### src/rtl/cpu_types_pkg.sv
// Shared CPU-side types: memory handshake states and cache arbiter FSM states.
package cpu_types_pkg;

    typedef enum logic [1:0] {
        FREE   = 2'd0,
        BUSY   = 2'd1,
        ACCESS = 2'd2,
        ERROR  = 2'd3
    } ramstate_t;

    typedef enum logic [1:0] {
        IDLE = 2'd0,
        IGNT = 2'd1,
        DGNT = 2'd2
    } arb_state_t;

endpackage

### src/rtl/cache_arbiter.sv
// Arbitrates icache and dcache requests onto a single memory port. The dcache
// normally wins, but a pending icache read is granted after STARVE_MAX dcache transfers.
module cache_arbiter
    import cpu_types_pkg::*;
#(
    parameter int WORD_W     = 32,
    parameter int STARVE_MAX = 4
) (
    input  logic              CLK,
    input  logic              RST,
    input  logic              iREN,
    input  logic [WORD_W-1:0] iaddr,
    output logic              iwait,
    output logic [WORD_W-1:0] iload,
    input  logic              dREN,
    input  logic              dWEN,
    input  logic [WORD_W-1:0] daddr,
    input  logic [WORD_W-1:0] dstore,
    output logic              dwait,
    output logic [WORD_W-1:0] dload,
    output logic              ramREN,
    output logic              ramWEN,
    output logic [WORD_W-1:0] ramaddr,
    output logic [WORD_W-1:0] ramstore,
    input  logic [WORD_W-1:0] ramload,
    input  ramstate_t         ramstate
);

    localparam int               CNT_W   = $clog2(STARVE_MAX + 1);
    localparam logic [CNT_W-1:0] CNT_MAX = CNT_W'(STARVE_MAX);

    arb_state_t       state, next_state;
    logic [CNT_W-1:0] starve_cnt, next_cnt;
    logic             dreq;
    logic             ram_done;

    function automatic logic [CNT_W-1:0] sat_inc(input logic [CNT_W-1:0] v);
        return (v == CNT_MAX) ? v : v + CNT_W'(1);
    endfunction

    assign dreq     = dREN | dWEN;
    assign ram_done = (ramstate == ACCESS);

    always_ff @(posedge CLK) begin
        if (RST) begin
            state      <= IDLE;
            starve_cnt <= '0;
        end else begin
            state      <= next_state;
            starve_cnt <= next_cnt;
        end
    end

    // Every grant returns to IDLE, so consecutive grants are always separated
    // by one arbitration cycle; withdrawn requests release the port immediately.
    always_comb begin
        next_state = state;
        next_cnt   = starve_cnt;
        ramREN     = 1'b0;
        ramWEN     = 1'b0;
        ramaddr    = '0;
        ramstore   = '0;
        iwait      = 1'b1;
        dwait      = 1'b1;
        iload      = '0;
        dload      = '0;
        case (state)
            IDLE: begin
                if (!iREN) begin
                    next_cnt = '0;
                end
                if (dreq && (!iREN || (starve_cnt < CNT_MAX))) begin
                    next_state = DGNT;
                end else if (iREN) begin
                    next_state = IGNT;
                end
            end
            IGNT: begin
                if (!iREN) begin
                    next_state = IDLE;
                end else begin
                    ramREN  = 1'b1;
                    ramaddr = iaddr;
                    if (ram_done) begin
                        iwait      = 1'b0;
                        iload      = ramload;
                        next_state = IDLE;
                        next_cnt   = '0;
                    end
                end
            end
            DGNT: begin
                if (!dreq) begin
                    next_state = IDLE;
                end else begin
                    // A simultaneous read and write is treated as a write.
                    ramREN   = dREN & ~dWEN;
                    ramWEN   = dWEN;
                    ramaddr  = daddr;
                    ramstore = dstore;
                    if (ram_done) begin
                        dwait      = 1'b0;
                        dload      = ramload;
                        next_state = IDLE;
                        if (iREN) begin
                            next_cnt = sat_inc(starve_cnt);
                        end
                    end
                end
            end
            default: begin
                next_state = IDLE;
            end
        endcase
    end

endmodule

### config.mk
export PLATFORM = sky130hd
export DESIGN_NAME = cache_arbiter
export DESIGN_NICKNAME = d
export VERILOG_FILES = /design/src/rtl/cpu_types_pkg.sv /design/src/rtl/cache_arbiter.sv
export SDC_FILE = /design/constraint.sdc
export NUM_CORES = 1
export LEC_CHECK = 0
export BUFFER_PORTS_ARGS = -buffer_cell sky130_fd_sc_hd__buf_2
export CORE_AREA = 5 5 101 103
export CTS_BUF_LIST = sky130_fd_sc_hd__clkbuf_8
export DETAILED_ROUTE_END_ITERATION = 12
export DIE_AREA = 0 0 106 108
export HOLD_SLACK_MARGIN = 0.08
export PLACE_DENSITY_LB_ADDON = 0.3
export SLEW_MARGIN = 10
export SYNTH_ARGS = -nofsm -noshare
export SYNTH_HDL_FRONTEND = slang
export SYNTH_SLANG_ARGS = --single-unit
### constraint.sdc
create_clock -name CLK -period 1.7 [get_ports CLK]
set_clock_uncertainty 0.15 [all_clocks]
set_input_delay 0.255 -clock CLK [delete_from_list [all_inputs] [get_ports CLK]]
set_output_delay 0.255 -clock CLK [all_outputs]
set_load 0.005 [all_outputs]
* Yosys cells after proc, flatten, opt, wreduce, memory -nomap -nowiden
Cells that the tools add are included.
Word-level totals: register bits 5, word-level logic and storage cells 59, output and inout port bits 132, input bits 135
Operators by class: equal/unequal tests 12, muxes and demuxes 34, bitwise logic cells 3, order comparisons 1, $add $sub $neg 1, reduce and logical (&&, ||, !) cells 6
Operator list (number):
- 32-bit 2-to-1 mux | 9
- 32-bit one-hot mux with 2 select lines | 1
- 3-bit 2-to-1 mux | 7
- 2-bit != test (second input constant) | 7
- 2-bit 2-to-1 mux | 5
- 1-bit 2-to-1 mux | 9
- 3-bit one-hot mux with 3 select lines | 1
- 8-bit AND reduction | 1
- 2-bit one-hot mux with 3 select lines | 1
- 2-bit equality test (second input constant) | 2
- 3-bit by 1-bit adder with 3-bit output (second input constant) | 1
- 3-bit equality test (second input constant) | 1
- 3-bit less-than comparator (second input constant) | 1
- 3-bit != test (second input constant) | 1
- 3-bit nonzero test | 1
- 2-bit by 1-bit equality test with 1-bit output (second input constant) | 1
- 2-bit logical NOT | 1
- 1-bit one-hot mux with 2 select lines | 1
- 1-bit AND | 1
- 1-bit logical AND | 1
- 1-bit logical NOT | 1
- 1-bit logical OR | 1
- 1-bit NOT | 1
- 1-bit bitwise OR | 1

* Depth between registers and ports, before layout
depth after elaboration 6, gate-level depth with buffers 7, depth with buffers taken out 6

* Worst setup path after synthesis
OpenSTA, ideal clock, no wires.
path type register to output, start point register state[1], end point output port ramaddr[0], data required time 1.295 ns, path slack 0.003 ns, stages on the path, launching flop included 8, data arrival time 1.292 ns, path buffers 2, path through dfxtp_1 -> inv_1 -> ha_1 -> and2_1 -> buf_2 -> buf_4 -> a22oi_1 -> nor2b_1
On the way: word-level cells in the longest chain between the ends 2, elaborated cells on any way between the ends 3, classes of those cells 2 x eq/ne; 1 x mux
RTL lines:
- start: declaration | line cache_arbiter.sv:32 | arb_state_t state, next_state;
- start signal: assignment | line cache_arbiter.sv:49 | state <= next_state;
- 2-bit equality test / 2-bit by 1-bit equality test with 1-bit output (equally long branches) | line cache_arbiter.sv:67 | case (state)
- 32-bit one-hot mux with 2 select lines * | line cache_arbiter.sv:67
- end: declaration | line cache_arbiter.sv:23 | output logic [WORD_W-1:0] ramaddr,
Mark *: on every way between the ends. The rest lies on a longest branch, timed or not.

* Worst setup path in the final report
start point register state[1], end point output port iload[31]
On the way: word-level cells in the longest chain between the ends 2
RTL lines:
- 2-bit by 1-bit equality test with 1-bit output | line cache_arbiter.sv:67
- 32-bit 2-to-1 mux | line cache_arbiter.sv:67
- end: declaration | line cache_arbiter.sv:14 | output logic [WORD_W-1:0] iload,
Every way passes these cells.

==> results.md <==
* Status: finished with violations
* Failing checks: negative setup slack
* IO Count at 267
* Worst R2R End: starve_cnt[0]$_SDFFE_PP0P_
* Worst r2r src: state[0]$_SDFFE_PP0P_
* Core area at 9110 um2
* NetSw at 377 uW
* Async S/R FF share, synth at 0%
* Cell count after synthesis at 241
* # nets final at 663
* Fmax at 513 MHz
* Yosys warning count at 0
* GRT met1 Usage at 14.7%
* Die area at 11400 um2
* Max-slew violations at 0
* Int Pwr at 707 uW
* Met3 Use GR at 3.94%
* DRT Pass-1 Iters at 6
* R2R Setup Slk at 60 ps
* EDFF count, synth at 0
* DRT antenna net count at 0
* Area of the multi-input gates at 1640 um2
* GRT Total Usage at 14.4%
* Pin count of the biggest net entering global routing at 34
* Setup Crit Path Kind: reg -> out
* Share of cells above drive strength 1 at 67.9%
* Clk_lat worst skew at 220 ps
* Post-synth top area share at 36.6%
* Hold depth at 2
* Slew @ Worst Pin at 323 ps
* Synth cell count leaders: and2_1, nor2b_1, a22oi_1
* Maximum clock path buffer count at 2
* Detailed Route WL at 9720 um
* Drt wl/cell at 15.3 um
* Vias in the first global route at 2771
* Rows at 35
* FF-to-FF path depth at 7
* Starting DRT DRC Count at 85
* Worst VDD drop at 0.000163 V
* DRC violations left at 0
* Leading area contributor after synthesis: and2_1
* Crit path arrival time at 1540 ps
* Final HPWL DP at 7410 um
* Finished Layout Cells at 634
* Final Cycle Share at 115%
* GP Congestion at 0.776
* Syn nets at 382
* Die Span X at 106 um
* Sequential area share after synthesis at 5.91%
* Setup-failing EPs final at 131
* Final min period at 1950 ps
* Sw frac at 34.7%
* Unrepaired setup endpoints after global routing: true
* Max-slew headroom at the worst pin at 78.3%
* Most frequent cell after synthesis: and2_1
* Pre-CTS setup slack at -69.8 ps
* CP Launch Type: flip-flop
* Initial antenna violation count at 2
* Gr busiest metal: met2
* Die H at 108 um
* H-tree levels at 1
* Logic pwr share at 69.3%
* Leakage at 0.00207 uW
* Setup ws final at -248 ps
* Seq pwr share at 11.6%
* Root Driver: clkbuf_8
* Syn Area/Cell at 7.03 um2
* DR vias at 2794
* Synth Flop Type: dfxtp_1
* Starting Density at 18.6%
* GRT overflow at 0
* Hold path startpoint: RST
* Synthesized flop and latch total at 5
* DP Area at 3240 um2
* Num Clock Sinks at 5
* Area grow syn2layout at 125%
* Hold EP: state[1]$_SDFFE_PP0P_
* PD cells at 285 nW/um2
* Cell Area, Synth at 1690 um2
* CTS clk-pin slew, worst paths at 30 ps
* Hold Crit Class: in -> reg
* Synth cell types at 33
* Routed vias/inst at 4.41
* First-pass GRT wire length at 13500 um
* Port-buffer cells at 266
* Clk network pwr share at 19.1%
* CTS tree: yes
* Hold_ws at 116 ps
* Fill cell count at 930
* Cell Count Post-Placement at 616
* Crit Path Max Fanout at 8
* Max Cap Violations at 0
* Met2 Use GR at 28.8%
* Final hold vios at 0
* Fin area at 3810 um2
* Crit end category: primary output
* Post-Route Setup TNS at -26250 ps
* Worst path required time at 1290 ps
* Post-CTS Hold Fix Bufs at 0
* Reg area at 108 um2
* CTS Buf Count at 3
* Synth area leaders: and2_1, nor2b_1, a22oi_1
-- power by group through the flow --
stage          Sequential [uW]  Combinational, uW  Clock, uW
2_1_floorplan              126                256          0
3_3_place_gp               126                577          0
3_5_place_dp               126                586          0
4_1_cts                    126                710        217
5_1_grt                    126                820        232
6_report                   126                751        207
-- timing repair --
item | CTS | global route
pin swaps | 10 | 20
setup buffers | 3 | 0
gates cloned | 5 | 5
setup endpoints to repair | 131 | 135
gates resized for setup | 42 | 19
-- per-layer routing --
metal  vias up  routed length [um]
met5         -                   0
met4         0                 101
met3         8                 800
met2       158                5330
met1      1267                3490
li1       1361                   -
-- stage by stage --
step	total power [uW]	utilization [%]
floorplan	383	-
finish	1080	41.8
CTS	1050	39.7
global route	1180	41.8
global placement	702	35.6
detailed placement	712	35.6
-- registers in the layout (all words and copies together), names as in the netlist --
name,cells
starve_cnt,3
state,2
-- kinds of logic (layout without fill, tap and decap cells) --
family / count (synthesis) / in the layout / synth area share, %
and+or+nand+nor: 153 / 153 / 57.2
AOI/OAI and AO/OA: 49 / 49 / 23.9
buffers and inverters: 28 / 308 / 8.49
adders and majority gates: 6 / 6 / 4.43
DFF: 5 / 5 / 5.91
other: 0 / 2 / 0
-- area by class of cell --
type | instances | area share, %
clock buffers | 3 | 1.08
flip-flops and latches | 5 | 2.83
clock inverters | 1 | 0.0986
diodes | 2 | 0.131
multi-input cells | 208 | 43.0
inverters | 9 | 1.02
repair buffers | 295 | 48.2
well taps | 111 | 3.65
-- cell usage in the layout, fill, tap and decap left out, types with 3 or more instances in the layout --
cell type  count
a21oi_1        5
a22oi_1        3
a22oi_2       29
and2_1        94
and2_4         5
buf_12         7
buf_16         5
buf_2        262
buf_4         12
buf_6          5
clkbuf_16      4
clkbuf_8       3
dfxtp_1        3
ha_4           3
inv_1          7
nand2_1        3
nor2_1         3
nor2_4         3
nor2b_1       31
nor3_1         3
o21ai_0        3
-- worst max-delay path by stage --
stage          cells past startpoint          end                  start
2_1_floorplan                      7   ramaddr[0]  state[1]$_SDFFE_PP0P_
3_3_place_gp                       7  ramaddr[14]  state[1]$_SDFFE_PP0P_
3_5_place_dp                       8     dload[7]  state[0]$_SDFFE_PP0P_
4_1_cts                            9  ramaddr[28]  state[0]$_SDFFE_PP0P_
5_1_grt                            8    iload[30]  state[1]$_SDFFE_PP0P_
6_report                           8    iload[31]  state[1]$_SDFFE_PP0P_
-- worst max-delay path: stages, from the launching register on --
cell       delay [ps]
dfxtp_4           350
inv_2              70
ha_4              130
buf_4             100
nand2_2            70
nor2_4            190
clkbuf_16         190
and2_1            110
buf_2             110
(Power assumes the default switching activity.)
